==> config.mk <==
export PLATFORM = sky130hd
export DESIGN_NAME = fp_round_unit
export DESIGN_NICKNAME = d
export VERILOG_FILES = /design/src/rtl/Modules_pkg.sv /design/src/rtl/fp_round_decide.sv /design/src/rtl/fp_round_unit.sv
export SDC_FILE = /design/constraint.sdc
export NUM_CORES = 1
export LEC_CHECK = 0
export ABC_AREA = 0
export CAP_MARGIN = 0
export CORE_MARGIN = 3
export CORE_UTILIZATION = 30
export CTS_CLUSTER_SIZE = 30
export DETAILED_ROUTE_END_ITERATION = 12
export PLACE_DENSITY = 0.64
export SLEW_MARGIN = 20
export SYNTH_ARGS = -nofsm -noshare
export SYNTH_HDL_FRONTEND = slang
export SYNTH_HIERARCHICAL = 1
export SYNTH_SLANG_ARGS = --single-unit
==> constraint.sdc <==
create_clock -name clk_i -period 3.1 [get_ports clk_i]
set_input_delay 0.62 -clock clk_i [delete_from_list [all_inputs] [get_ports clk_i]]
set_output_delay 0.62 -clock clk_i [all_outputs]
set_load 0.02 [all_outputs]
==> src/rtl/Modules_pkg.sv <==
// Shared types and constants for the MicroGT-01 floating-point datapath.
package Modules_pkg;

   // IEEE-754 single-precision word.
   typedef struct packed {
      logic        sign;
      logic [7:0]  exponent;
      logic [22:0] mantissa;
   } float_t;

   // RISC-V rounding modes; 101/110/111 are reserved encodings.
   typedef enum logic [2:0] {
      RNE = 3'b000,
      RTZ = 3'b001,
      RDN = 3'b010,
      RUP = 3'b011,
      RMM = 3'b100
   } rnd_mode_t;

   // RISC-V fflags layout, MSB first.
   typedef struct packed {
      logic nv;
      logic dz;
      logic of;
      logic uf;
      logic nx;
   } fflags_t;

   localparam float_t      CANO_NAN   = float_t'(32'h7FC0_0000);
   localparam float_t      P_INFTY    = float_t'(32'h7F80_0000);
   localparam float_t      N_INFTY    = float_t'(32'hFF80_0000);
   localparam logic [30:0] MAX_FINITE = 31'h7F7F_FFFF;

endpackage

==> src/rtl/fp_round_decide.sv <==
// Combinational round-up decision from sign, mantissa LSB, G/R/S and rounding mode.
module fp_round_decide
   import Modules_pkg::*;
(
   input  logic       sign_i,
   input  logic       lsb_i,
   input  logic [2:0] grs_i,
   input  rnd_mode_t  round_mode_i,
   output logic       inc_o
);

   logic ix;

   // Select the increment rule for the active rounding mode.
   always_comb begin
      // NOTE: every output of a combinational block gets a default first, so no path can infer a latch.
      inc_o = 1'b0;
      ix    = |grs_i;
      case (round_mode_i)
         RNE:     inc_o = grs_i[2] & (grs_i[1] | grs_i[0] | lsb_i);
         RTZ:     inc_o = 1'b0;
         RDN:     inc_o = sign_i & ix;
         RUP:     inc_o = ~sign_i & ix;
         RMM:     inc_o = grs_i[2];
         default: inc_o = 1'b0;
      endcase
   end

endmodule

==> src/rtl/fp_round_unit.sv <==
// Two-stage IEEE-754 rounding stage with exception flags and sticky fflags accumulator.
module fp_round_unit
   import Modules_pkg::*;
(
   input  logic       clk_i,
   input  logic       rst_n_i,
   input  logic       clk_en_i,
   input  logic       valid_i,
   input  float_t     to_round_unit_i,
   input  logic [2:0] grs_i,
   input  rnd_mode_t  round_mode_i,
   input  logic       invalid_op_i,
   input  logic       div_zero_i,
   input  logic       overflow_i,
   input  logic       underflow_i,
   input  logic       clear_flags_i,
   output float_t     result_o,
   output logic       valid_o,
   output fflags_t    fflags_o,
   output fflags_t    fflags_acc_o,
   output logic       illegal_rm_o
);

   // Stage 1: operand, G/R/S, mode, upstream flags {nv, dz, of, uf}, increment decision.
   logic       s1_valid_q, s1_valid_d;
   float_t     s1_op_q,    s1_op_d;
   logic [2:0] s1_grs_q,   s1_grs_d;
   rnd_mode_t  s1_rm_q,    s1_rm_d;
   logic [3:0] s1_exc_q,   s1_exc_d;
   logic       s1_inc_q,   s1_inc_d;
   logic       inc_w;

   // Stage 2: rounded result and flags, driven straight to the outputs.
   logic       valid_q,    valid_d;
   float_t     result_q,   result_d;
   fflags_t    fflags_q,   fflags_d;
   fflags_t    acc_q,      acc_d;
   logic       illegal_q,  illegal_d;

   // Stage-2 combinational intermediates.
   logic [23:0] mant_sum;
   logic [7:0]  exp_rnd;
   logic        ix, bypass, illegal, ovf, to_inf;
   float_t      res_new;
   fflags_t     flags_new;

   fp_round_decide u_decide (
      .sign_i       (to_round_unit_i.sign),
      .lsb_i        (to_round_unit_i.mantissa[0]),
      .grs_i        (grs_i),
      .round_mode_i (round_mode_i),
      .inc_o        (inc_w)
   );

   // Stage-1 next state: capture inputs when the pipeline advances, else hold.
   always_comb begin
      s1_valid_d = s1_valid_q;
      s1_op_d    = s1_op_q;
      s1_grs_d   = s1_grs_q;
      s1_rm_d    = s1_rm_q;
      s1_exc_d   = s1_exc_q;
      s1_inc_d   = s1_inc_q;
      if (clk_en_i) begin
         s1_valid_d = valid_i;
         s1_op_d    = to_round_unit_i;
         s1_grs_d   = grs_i;
         s1_rm_d    = round_mode_i;
         s1_exc_d   = {invalid_op_i, div_zero_i, overflow_i, underflow_i};
         s1_inc_d   = inc_w;
      end
   end

   // Increment, overflow fix-up, bypass and flag generation for the stage-1 operand.
   always_comb begin
      // A mantissa carry-out clears the mantissa and bumps the exponent.
      mant_sum  = {1'b0, s1_op_q.mantissa} + {23'd0, s1_inc_q};
      exp_rnd   = s1_op_q.exponent + {7'd0, mant_sum[23]};
      ix        = |s1_grs_q;
      bypass    = (s1_op_q.exponent == 8'hFF);
      illegal   = !(s1_rm_q inside {RNE, RTZ, RDN, RUP, RMM});
      ovf       = !bypass && ((exp_rnd == 8'hFF) || s1_exc_q[1]);
      to_inf    = (s1_rm_q == RNE) || (s1_rm_q == RMM) ||
                  ((s1_rm_q == RUP) && !s1_op_q.sign) ||
                  ((s1_rm_q == RDN) && s1_op_q.sign);
      res_new   = '{sign: s1_op_q.sign, exponent: exp_rnd, mantissa: mant_sum[22:0]};
      flags_new = '0;
      if (illegal) begin
         res_new      = CANO_NAN;
         flags_new.nv = 1'b1;
      end else if (bypass) begin
         res_new      = s1_op_q;
         flags_new.nv = s1_exc_q[3];
         flags_new.dz = s1_exc_q[2];
         flags_new.uf = s1_exc_q[0];
      end else begin
         if (ovf) begin
            res_new = to_inf ? (s1_op_q.sign ? N_INFTY : P_INFTY)
                             : float_t'({s1_op_q.sign, MAX_FINITE});
         end
         flags_new.nv = s1_exc_q[3];
         flags_new.dz = s1_exc_q[2];
         flags_new.of = ovf;
         flags_new.uf = s1_exc_q[0] | ((res_new.exponent == 8'h00) & ix);
         flags_new.nx = ix | ovf;
      end
   end

   // Stage-2 next state plus the sticky accumulator; clear wins over accumulation.
   always_comb begin
      valid_d   = valid_q;
      result_d  = result_q;
      fflags_d  = fflags_q;
      illegal_d = illegal_q;
      if (clk_en_i) begin
         valid_d   = s1_valid_q;
         result_d  = res_new;
         fflags_d  = s1_valid_q ? flags_new : '0;
         illegal_d = s1_valid_q & illegal;
      end
      acc_d = acc_q;
      if (clear_flags_i) begin
         acc_d = (clk_en_i && valid_q) ? fflags_q : '0;
      end else if (clk_en_i && valid_q) begin
         acc_d = acc_q | fflags_q;
      end
   end

   // Pipeline and accumulator registers, all cleared by the asynchronous reset.
   always_ff @(posedge clk_i or negedge rst_n_i) begin
      if (!rst_n_i) begin
         s1_valid_q <= 1'b0;
         s1_op_q    <= '0;
         s1_grs_q   <= '0;
         s1_rm_q    <= RNE;
         s1_exc_q   <= '0;
         s1_inc_q   <= 1'b0;
         valid_q    <= 1'b0;
         result_q   <= '0;
         fflags_q   <= '0;
         acc_q      <= '0;
         illegal_q  <= 1'b0;
      end else begin
         // NOTE: non-blocking assignments so every flop samples the pre-edge value of its source.
         s1_valid_q <= s1_valid_d;
         s1_op_q    <= s1_op_d;
         s1_grs_q   <= s1_grs_d;
         s1_rm_q    <= s1_rm_d;
         s1_exc_q   <= s1_exc_d;
         s1_inc_q   <= s1_inc_d;
         valid_q    <= valid_d;
         result_q   <= result_d;
         fflags_q   <= fflags_d;
         acc_q      <= acc_d;
         illegal_q  <= illegal_d;
      end
   end

   assign result_o     = result_q;
   assign valid_o      = valid_q;
   assign fflags_o     = fflags_q;
   assign fflags_acc_o = acc_q;
   assign illegal_rm_o = illegal_q;

endmodule

==> results of run 1 <==
path summary, 6_finish.rpt:
check | to | slack, ps | cells past startpoint
setup / recovery | result_o[21]$_DFFE_PN0P_ | -4 | 13
hold / removal | s1_op_q[21]$_DFFE_PN0P_ | 260 | 1
setup reg to reg | result_o[21]$_DFFE_PN0P_ | -4 | 13
hold reg to reg | s1_exc_q[3]$_DFFE_PN0P_ | 500 | 1
max in group asynchronous | s1_op_q[7]$_DFFE_PN0P_ | 2100 | 2
min in group clk_i | s1_exc_q[3]$_DFFE_PN0P_ | 500 | 1
sequential cells by signal, summed over array words and instances, names as in the netlist:
register and flops:
s1_rm_q 3, fflags_acc_o 5, s1_op_q 32, s1_inc_q 1, s1_valid_q 1, result_o 32, s1_grs_q 3, fflags_o 5
illegal_rm_o 1, s1_exc_q 4, valid_o 1
cells in the final DEF (no fill, tap or decap), drive strengths merged, types with 5 or more instances in the layout:
master / n
o211ai: 5
nor2: 27
a31oi: 5
o2bb2ai: 6
a21oi: 15
nor3: 8
a22oi: 7
clkbuf: 11
xor2: 6
o32ai: 5
nor4: 7
o21ai: 30
buf: 59
dfrtp: 88
nand4: 7
nand2: 22
nand3: 19
clkdlybuf4s50: 88
inv: 24
mux2: 42
Yosys cell counts (5+ instances only):
cell type | number | area share [%]
nor3_1 | 8 | 0.91
nor2_1 | 26 | 2.2
clkbuf_1 | 19 | 1.6
dfrtp_1 | 88 | 50
a22oi_1 | 7 | 1.2
o21ai_0 | 27 | 3.1
a31oi_1 | 5 | 0.71
inv_1 | 22 | 1.9
o2bb2ai_1 | 6 | 1.2
a21oi_1 | 14 | 1.6
o211ai_1 | 5 | 0.85
o32ai_1 | 5 | 0.99
nor4_1 | 7 | 0.99
mux2_2 | 42 | 11
nand3_1 | 19 | 2.2
nand2_1 | 22 | 1.9
xor2_1 | 6 | 1.2
stage by stage:
step | hold WS (ps) | power, W | area [µm²] | setup slack [ps]
6_report | 255.9 | 0.003377 | 6354 | -3.727
4_1_cts | 273.6 | 0.003358 | 6151 | -26.36
2_1_floorplan | 324.4 | 0.001839 | 4442 | 10.58
3_3_place_gp | 487.8 | 0.002281 | 5796 | -158.8
5_1_grt | 290.6 | 0.003535 | 6354 | -119.8
3_5_place_dp | 487.0 | 0.002298 | 5796 | -249.8
logic make-up after synthesis:
| group | Yosys count | synth area share (%) |
|---|---|---|
| simple gates | 114 | 14.02 |
| flops | 88 | 49.94 |
| fa+ha+maj | 4 | 1.135 |
| xor+xnor | 10 | 1.986 |
| buf+inv | 46 | 4.030 |
| mux | 42 | 10.73 |
| compound gates | 114 | 18.16 |
repair_timing:
item	in CTS	in global routing
pin swaps	16	21
gates cloned	1	1
resized for setup	8	37
hold buffers	0	0
buffers inserted	5	7
setup endpoints to repair	24	32
endpoints found under the hold margin	0	0
routing by layer:
| metal | part of all wire, % | routed length (µm) | track usage (%) |
|---|---|---|---|
| met1 | 46 | 6181 | 22.66 |
| met2 | 48 | 6449 | 26.49 |
| met3 | 5.0 | 676 | 3.344 |
| met4 | 1.3 | 170 | 4.858 |
| met5 | 0 | 0 | 0 |
final cells by class:
class,instances,area [µm²]
Inverter,22,82.58
Tap cell,180,225.2
Fill cell,1358,7796
Timing Repair Buffer,147,1351
Clock inverter,5,37.54
Multi-Input combinational cell,285,2212
Clock buffer,11,242.7
Sequential cell,88,2202
power by group through the flow:
stage / logic [W] / clock network, W / registers, W
after floorplan: 0.000310 / 0 / 0.00153
after global placement: 0.000841 / 0 / 0.00144
after detailed placement: 0.000856 / 0 / 0.00144
after CTS: 0.000879 / 0.00106 / 0.00142
after global routing: 0.000989 / 0.00110 / 0.00145
final: 0.000918 / 0.00103 / 0.00143
==> qor.yml, run 1 <==
outcome:
  status: "finished, violations left"
  violations: "setup timing"
finish:
  layout-drive-gt1-share_pct: 26.70
  final_core_util_pct: 44.90
  layout.nets: 604
  finalNonFillerCells: 738
  area_delta_synth_final_pct: 44.10
  antenna_cells: 0
worst_setup_path:
  start_kind: "flip-flop"
  path_cells: "ha_4, nand3_4, nor3_4, nand2_2, nor3_4, ha_4, ha_4, nand2_2, or4b_4, nand4_4, nor2_4, or4_1, a32o_1"
  cp_common_cell: "ha_4"
  max_stage_delay_ps: 520
  slowest_stage: "or4b_4"
  worst-path-buf-inv: 0
  path_delay_family: "simple AND/OR/NAND/NOR gates"
  timing.rr.start: "s1_op_q[0]$_DFFE_PN0P_"
  critPathCaptureType: "flip-flop"
  cp_max_fo: 6
  cp.arrival_ps: 3330
  path_class: "flip-flop to flip-flop"
  crit_start: "s1_op_q[0]$_DFFE_PN0P_"
  crit_required_ps: 3330
clock_network:
  root_buffer: "clkbuf_16"
  numCtsBuffers: 9
  cts.reportedPaths.clkPinSlew_ps: 70
  clock_latency_ps: 340
  clk_path_buf_depth: 2
  cts_sinks: 88
  htree_levels: 3
  cts_tree: "yes"
power_and_ir_drop:
  p_sw_w: 0.001045
  vdd_drop_max_mv: 0.2683
  internal-power_w: 0.002332
  p_comb_share_pct: 27.2
  pwr_density_cell_mw_per_mm2: 531.5
  clkPwrFrac_pct: 30.5
  p_leak_nw: 2.549
  swShare_pct: 30.94
  seqPwrFrac_pct: 42.3
placement:
  gp_congestion: 0.8838
  dpl.hpwl_um: 9522
  place_inst: 708
  port_buffers: 90
floorplan:
  initial_core_util_pct: 31.16
  core_area_mm2: 0.01415
  fp.dieH_um: 127.2
  num_io_pins: 91
  dieWidth_um: 127.2
  die_area_mm2: 0.01619
  rows: 43
route:
  vias: 3914
  dr.pass1.iters: 6
  routedWlPerCell_um: 18.26
  ant_nets: 0
  via_per_inst: 5.304
  first_iter_violations: 222
  wl_um: 13480
  drc: 0
logic_synthesis:
  async_reset_ff_share_pct: 100.0
  synth_ff_type: "dfrtp_1"
  syn_area_per_cell_um2: 10.55
  synthDistinctLibCells: 61
  postSynthCellCount: 418
  ys_seq_elements: 88
  synth_edf_count: 0
  synthesis.area_mm2: 0.004409
  yosysSeqAreaShare_pct: 49.94
  synth_fp_nets: 469
  yosys_warnings: 6
timing:
  maxSlewHeadroom_pct: 41.59
  drv_slew: 0
  setup_viol: 2
  tightest_slew_ps: 875.2
  rsz0062_at_grt: "true"
  max_freq_mhz: 322.2
  finClkSkew_ps: 13.72
  min_period_ps: 3104
  fin_crit_sh_pct: 100.1
  fin_setup_tns_ps: -7.389
  setup_ws_ps: -3.727
  final_hold_viol_count: 0
grt:
  grt_pass1_vias: 3992
  grt_overflow_total: 0
  grt_start_max_net_pins: 70
  antenna_found_initial: 0
  track_usage_pct: 16.50
  grt_pass1_wl_um: 21200
worst_hold_path:
  hold_path.class: "primary input to asynchronous set/reset pin"
job:
  drv_cap: 0
(Power assumes the default switching activity.)
==> inputs of run 2 (changes only) <==
--- a/config.mk
+++ b/config.mk
@@ -7,10 +7,10 @@
 export LEC_CHECK = 0
 export ABC_AREA = 0
 export CAP_MARGIN = 0
-export CORE_MARGIN = 3
+export CORE_MARGIN = 5
 export CORE_UTILIZATION = 30
-export CTS_CLUSTER_SIZE = 30
 export DETAILED_ROUTE_END_ITERATION = 12
+export GPL_TIMING_DRIVEN = 0
 export PLACE_DENSITY = 0.64
 export SLEW_MARGIN = 20
 export SYNTH_ARGS = -nofsm -noshare
==> qor.yml, run 2 (synthesis gave the netlist of run 1 again) <==
clock_network:
  cts.reportedPaths.clkPinSlew_ps: 60  # about the same
  root_buffer: "clkbuf_16"
  cts_sinks: 88  # unchanged
  clk_path_buf_depth: 2  # unchanged
  holdBufCountCts: 0  # unchanged
  clock_latency_ps: 350  # about the same
  cts_tree: "yes"
  htree_levels: 3  # unchanged
  numCtsBuffers: 9  # unchanged
floorplan:
  die_area_mm2: 0.01722  # +6.4%
  initial_core_util_pct: 30.45  # -0.71 points
  rows: 44  # +2.3%
  num_io_pins: 91  # unchanged
  fp.dieH_um: 131.2  # +3.1%
  core_area_mm2: 0.01448  # +2.3%
  dieWidth_um: 131.2  # +3.1%
power_and_ir_drop:
  pwr_density_cell_mw_per_mm2: 553.6  # +4.2%
  vdd_drop_max_mv: 0.2809  # +4.7%
  p_leak_nw: 2.486  # -2.5%
grt:
  grt_overflow_total: 0  # unchanged
  track_usage_pct: 15.72  # -0.78 points
  grt_pass1_wl_um: 21880  # +3.2%
  grt_start_max_net_pins: 53  # -24%
  grt_pass1_vias: 3953  # -0.98%
  antenna_found_initial: 0  # unchanged
worst_setup_path:
  cp_max_fo: 5  # -1
  critPathCaptureType: "flip-flop"
  reg2reg_depth: 14  # +1
  cp.arrival_ps: 3440  # +110 ps
  crit_start: "s1_inc_q$_DFFE_PN0P_"
  r2r-end: "result_o[12]$_DFFE_PN0P_"
  r2r_slack_ps: -100  # -90 ps
  timing.rr.start: "s1_inc_q$_DFFE_PN0P_"
  crit_required_ps: 3340  # about the same
  critPathCapture: "result_o[12]$_DFFE_PN0P_"
  start_kind: "flip-flop"
  path_class: "flip-flop to flip-flop"
timing:
  rsz0062_at_grt: "true"
  fin_crit_sh_pct: 103.1  # +3.0 points
  min_period_ps: 3197  # +93.58 ps
  tightest_slew_ps: 750.0  # -125.2 ps
  max_freq_mhz: 312.8  # -2.9%
  setup_ws_ps: -97.31  # -93.58 ps
  setup_viol: 15  # +13
  fin_setup_tns_ps: -568.4  # -561.0 ps
  drv_slew: 0  # unchanged
  finClkSkew_ps: 8.654  # -5.064 ps
  maxSlewHeadroom_pct: 49.82  # +8.2 points
  final_hold_viol_count: 0  # unchanged
route:
  ant_nets: 0  # unchanged
  first_iter_violations: 326  # +47%
  routedWlPerCell_um: 19.08  # +4.5%
  vias: 3922  # +0.20%
  drc: 0  # unchanged
  dr.pass1.iters: 5  # -1
  wl_um: 13990  # +3.8%
  via_per_inst: 5.351  # +0.89%
job:
  drv_cap: 0  # unchanged
placement:
  dpl.hpwl_um: 9797  # +2.9%
  dp_slack_ps: -638.9  # -389.1 ps
  gp_congestion: 0.8716  # -1.4%
  port_buffers: 90  # unchanged
finish:
  final_common_cell: "clkdlybuf4s50_1"
  final_core_util_pct: 43.95  # -0.95 points
  mostFrequentLayoutCells: "89 x clkdlybuf4s50_1, 79 x dfrtp_1, 42 x mux2_2, 24 x nor2_1"
  layout.nets: 595  # -1.5%
  layout-drive-gt1-share_pct: 24.41  # -2.3 points
  antenna_cells: 0  # unchanged
  area_delta_synth_final_pct: 44.32
worst_hold_path:
  hold_path.class: "primary input to asynchronous set/reset pin"
outcome:
  violations: "setup timing"
  status: "finished, violations left"
-- run 2: changes by cell type in the layout (fill, tap and decap cells not counted), sizes merged, moves of 2 or more --
cell	delta
bufinv	+2
inv	-2
buf	-26
clkbuf	+19
clkinvlp	-2
-- run 2: where the power goes --
part           leakage (nW)  switching, W  internal, W
clock network         0.154      0.000443     0.000728
registers              1.05      0.000147      0.00130
logic                  1.28      0.000449     0.000457
-- run 2: worst min-delay path by stage --
stage / end / from / cells after the start
after detailed placement: result_o[20]$_DFFE_PN0P_ / result_o[20]$_DFFE_PN0P_ / 1
after global placement: s1_exc_q[3]$_DFFE_PN0P_ / s1_exc_q[3]$_DFFE_PN0P_ / 1
after global routing: fflags_acc_o[3]$_DFFE_PN0P_ / rst_n_i / 1
final: fflags_acc_o[3]$_DFFE_PN0P_ / rst_n_i / 1
after CTS: fflags_o[0]$_DFFE_PN0P_ / rst_n_i / 1
after floorplan: fflags_acc_o[0]$_DFFE_PN0P_ / rst_n_i / 0
-- run 2: critical path: stages (launching register included) --
cell,delay [ps]
dfrtp_1,400
ha_4,180
nand3_4,100
nor3_4,170
nand2_2,100
nor3_4,190
ha_4,190
ha_4,180
nand2_4,70
or4b_4,540
nand4_4,140
o41a_1,340
buf_6,170
o21ai_2,50
o32ai_1,270
-- run 2: through the flow --
stage	cell area [µm²]	hold WS, ps	power (W)	std cells
after floorplan	4442	324.4	0.001839	418
after global placement	5573	486.1	0.002229	692
after detailed placement	5598	485.7	0.002250	693
after CTS	6183	253.8	0.003487	725
after global routing	6364	279.8	0.003680	733
final	6364	235.5	0.003523	733
-- run 2: what timing repair did --
item,in CTS,in global routing
cloned,0,2
setup buffers,16,7
pin swaps,12,14
endpoints found under the setup margin,33,32
hold endpoints to repair,0,0
gates resized for setup,38,38
-- run 2: cell type report --
type / instances / area [µm²]
fill: 1354 / 8115
multi-input combinational: 284 / 2242
sequential: 88 / 2213
timing repair buffer: 116 / 1151
clock buffer: 13 / 250.2
tap: 184 / 230.2
buffer: 23 / 128.9
inverter: 22 / 82.58
clock inverter: 3 / 65.06
-- run 2: per-layer routing --
layer	routed length [µm]	global-route usage, %
met5	0	0
met4	220	4.965
met3	949	4.320
met2	6751	25.20
met1	6065	20.68
==> inputs of run 3 (changes only) <==
--- a/config.mk
+++ b/config.mk
@@ -11,7 +11,7 @@
 export CORE_UTILIZATION = 30
 export DETAILED_ROUTE_END_ITERATION = 12
 export GPL_TIMING_DRIVEN = 0
-export PLACE_DENSITY = 0.64
+export PLACE_DENSITY = 0.63
 export SLEW_MARGIN = 20
 export SYNTH_ARGS = -nofsm -noshare
 export SYNTH_HDL_FRONTEND = slang
==> constraint.sdc (replaced) <==
create_clock -name clk_i -period 4.1 [get_ports clk_i]
set_input_delay 0.82 -clock clk_i [delete_from_list [all_inputs] [get_ports clk_i]]
set_output_delay 0.82 -clock clk_i [all_outputs]
set_load 0.02 [all_outputs]
==> qor.yml, run 3 (synthesis gave the netlist of run 1 again) <==
outcome:
  status: "complete, no violations"
timing:
  min_period_ps: 3777  # +579.2 ps
  tightest_slew_ps: 770.5  # +20.56 ps
  fin_crit_sh_pct: 92.11  # -11 points
  rsz0062_at_grt: "false"
  drv_slew: 0  # unchanged
  final_hold_viol_count: 0  # unchanged
  fin_setup_tns_ps: 0  # +568.4 ps
  setup_viol: 0  # -15
  maxSlewHeadroom_pct: 48.44  # -1.4 points
  max_freq_mhz: 264.8  # -15%
  finClkSkew_ps: 11.18  # +2.526 ps
  holdWs_ps: 426.1  # +190.6 ps
finish:
  finalNonFillerCells: 709  # -3.3%
  final_common_cell: "clkdlybuf4s50_1"
  area_delta_synth_final_pct: 33.85
  antenna_cells: 0  # unchanged
  mostFrequentLayoutCells: "89 x clkdlybuf4s50_1, 88 x dfrtp_1, 42 x mux2_2, 27 x o21ai_0, 26 x nor2_1"
  layout.nets: 573  # -3.7%
  layout-drive-gt1-share_pct: 14.86  # -9.6 points
worst_setup_path:
  r2r-end: "result_o[10]$_DFFE_PN0P_"
  crit_start: "s1_op_q[0]$_DFFE_PN0P_"
  crit_required_ps: 4310  # +970 ps
  reg2reg_depth: 14  # unchanged
  cp.arrival_ps: 3990  # +550 ps
  timing.rr.start: "s1_op_q[0]$_DFFE_PN0P_"
  path_class: "flip-flop to flip-flop"
  cp_max_fo: 6  # +1
  critPathCaptureType: "flip-flop"
  r2r_slack_ps: 320  # +420 ps
  critPathCapture: "result_o[10]$_DFFE_PN0P_"
  start_kind: "flip-flop"
floorplan:
  rows: 44  # unchanged
  num_io_pins: 91  # unchanged
  initial_core_util_pct: 30.45  # unchanged
  dieWidth_um: 131.2  # unchanged
  fp.dieH_um: 131.2  # unchanged
  die_area_mm2: 0.01722  # unchanged
  core_area_mm2: 0.01448  # unchanged
clock_network:
  root_buffer: "clkbuf_16"
  cts_tree: "yes"
  cts_sinks: 88  # unchanged
  numCtsBuffers: 9  # unchanged
  cts.reportedPaths.clkPinSlew_ps: 60  # about the same
  clk_path_buf_depth: 2  # unchanged
  htree_levels: 3  # unchanged
  clock_latency_ps: 350  # about the same
route:
  via_per_inst: 5.365  # +0.27%
  dr.pass1.iters: 5  # unchanged
  wl_um: 13100  # -6.3%
  vias: 3804  # -3.0%
  met1_length_um: 5961  # -1.7%
  dr_wl_met2_um: 6333  # -6.2%
  highest_layer: "met4"
  first_iter_violations: 283  # -13%
  ant_nets: 0  # unchanged
  met3_length_um: 602  # -37%
  drc: 0  # unchanged
  routedWlPerCell_um: 18.48  # -3.2%
power_and_ir_drop:
  internal-power_w: 0.001788  # -28%
  vdd_drop_max_mv: 0.1961  # -30%
  pwr_density_cell_mw_per_mm2: 429.2  # -22%
  p_sw_w: 0.0007449  # -28%
  p_comb_share_pct: 23.7  # -2.0 points
  swShare_pct: 29.41  # -0.082 points
  p_leak_nw: 2.291  # -7.8%
  clkPwrFrac_pct: 33.4  # +0.2 points
  seqPwrFrac_pct: 43.0  # +2.0 points
job:
  drv_cap: 0  # unchanged
grt:
  grt_overflow_total: 0  # unchanged
  antenna_found_initial: 0  # unchanged
  grt_pass1_wl_um: 21050  # -3.8%
  grt_start_max_net_pins: 56  # +5.7%
  track_usage_pct: 15.18  # -0.54 points
  grt_pass1_vias: 3833  # -3.0%
worst_hold_path:
  hold_path.class: "primary input to asynchronous set/reset pin"
placement:
  place_inst: 693  # unchanged
  gp_congestion: 0.8618  # -1.1%
  dpl.hpwl_um: 9756  # -0.42%
  port_buffers: 90  # unchanged
## run 3: final cells by class
cell class | count | area (µm²)
Timing Repair Buffer | 93 | 940.9
Multi-Input combinational cell | 284 | 2044
Inverter | 22 | 82.58
Buffer | 24 | 96.34
Fill cell | 1410 | 8577
Clock buffer | 12 | 266.5
Tap cell | 184 | 230.2
Clock inverter | 2 | 38.79
Sequential cell | 88 | 2202
## run 3: timing repair
action                                  4_1_cts  5_1_grt
resized for setup                             0        5
endpoints found under the setup margin        0       23
setup buffers                                 0        2
hold endpoints to repair                      0        0
hold buffers                                  0        0
## run 3: worst min path at each step
stage                                    end  slack, ps  cells past startpoint
global route          s1_op_q[4]$_DFFE_PN0P_        470                      1
finish                s1_op_q[4]$_DFFE_PN0P_        430                      1
global placement    result_o[18]$_DFFE_PN0P_        480                      1
CTS                   s1_op_q[4]$_DFFE_PN0P_        440                      1
floorplan            fflags_o[3]$_DFFE_PN0P_        460                      2
detailed placement  result_o[18]$_DFFE_PN0P_        480                      1
## run 3: worst max-delay path, cell delays in order, from the launching register on
cell      delay (ps)
dfrtp_1          380
ha_1             200
nand3_1          190
nor3_2           300
nand2_1          160
nor3_2           270
ha_1             230
ha_1             210
xor2_1           270
and4_1           280
a21oi_2          100
o41a_1           480
buf_4            180
a222oi_1         270
o21ai_1          110
## run 3: stage by stage
stage	worst slack [ps]	total power, W	area (µm²)	utilization (%)
after floorplan	871.8	0.001388	4409	-
after global placement	-917.9	0.001683	5540	38.26
after detailed placement	128.6	0.001700	5565	38.44
after CTS	104.3	0.002553	5871	40.55
after global routing	73.07	0.002650	5902	40.76
final	323.5	0.002533	5902	40.76
## run 3: metal layers
layer / vias to the layer above / GRT usage, %
met3: 14 / 3.096
met5: - / 0
met2: 116 / 24.41
met4: 0 / 5.312
li1: 1763 / -
met1: 1911 / 20.36
## run 3: power groups by stage
stage / registers [W] / logic, W / clock network, W
4_1_cts: 0.00109 / 0.000599 / 0.000864
3_3_place_gp: 0.00110 / 0.000584 / 0
5_1_grt: 0.00110 / 0.000647 / 0.000900
6_report: 0.00109 / 0.000600 / 0.000845
3_5_place_dp: 0.00110 / 0.000597 / 0
2_1_floorplan: 0.00116 / 0.000233 / 0
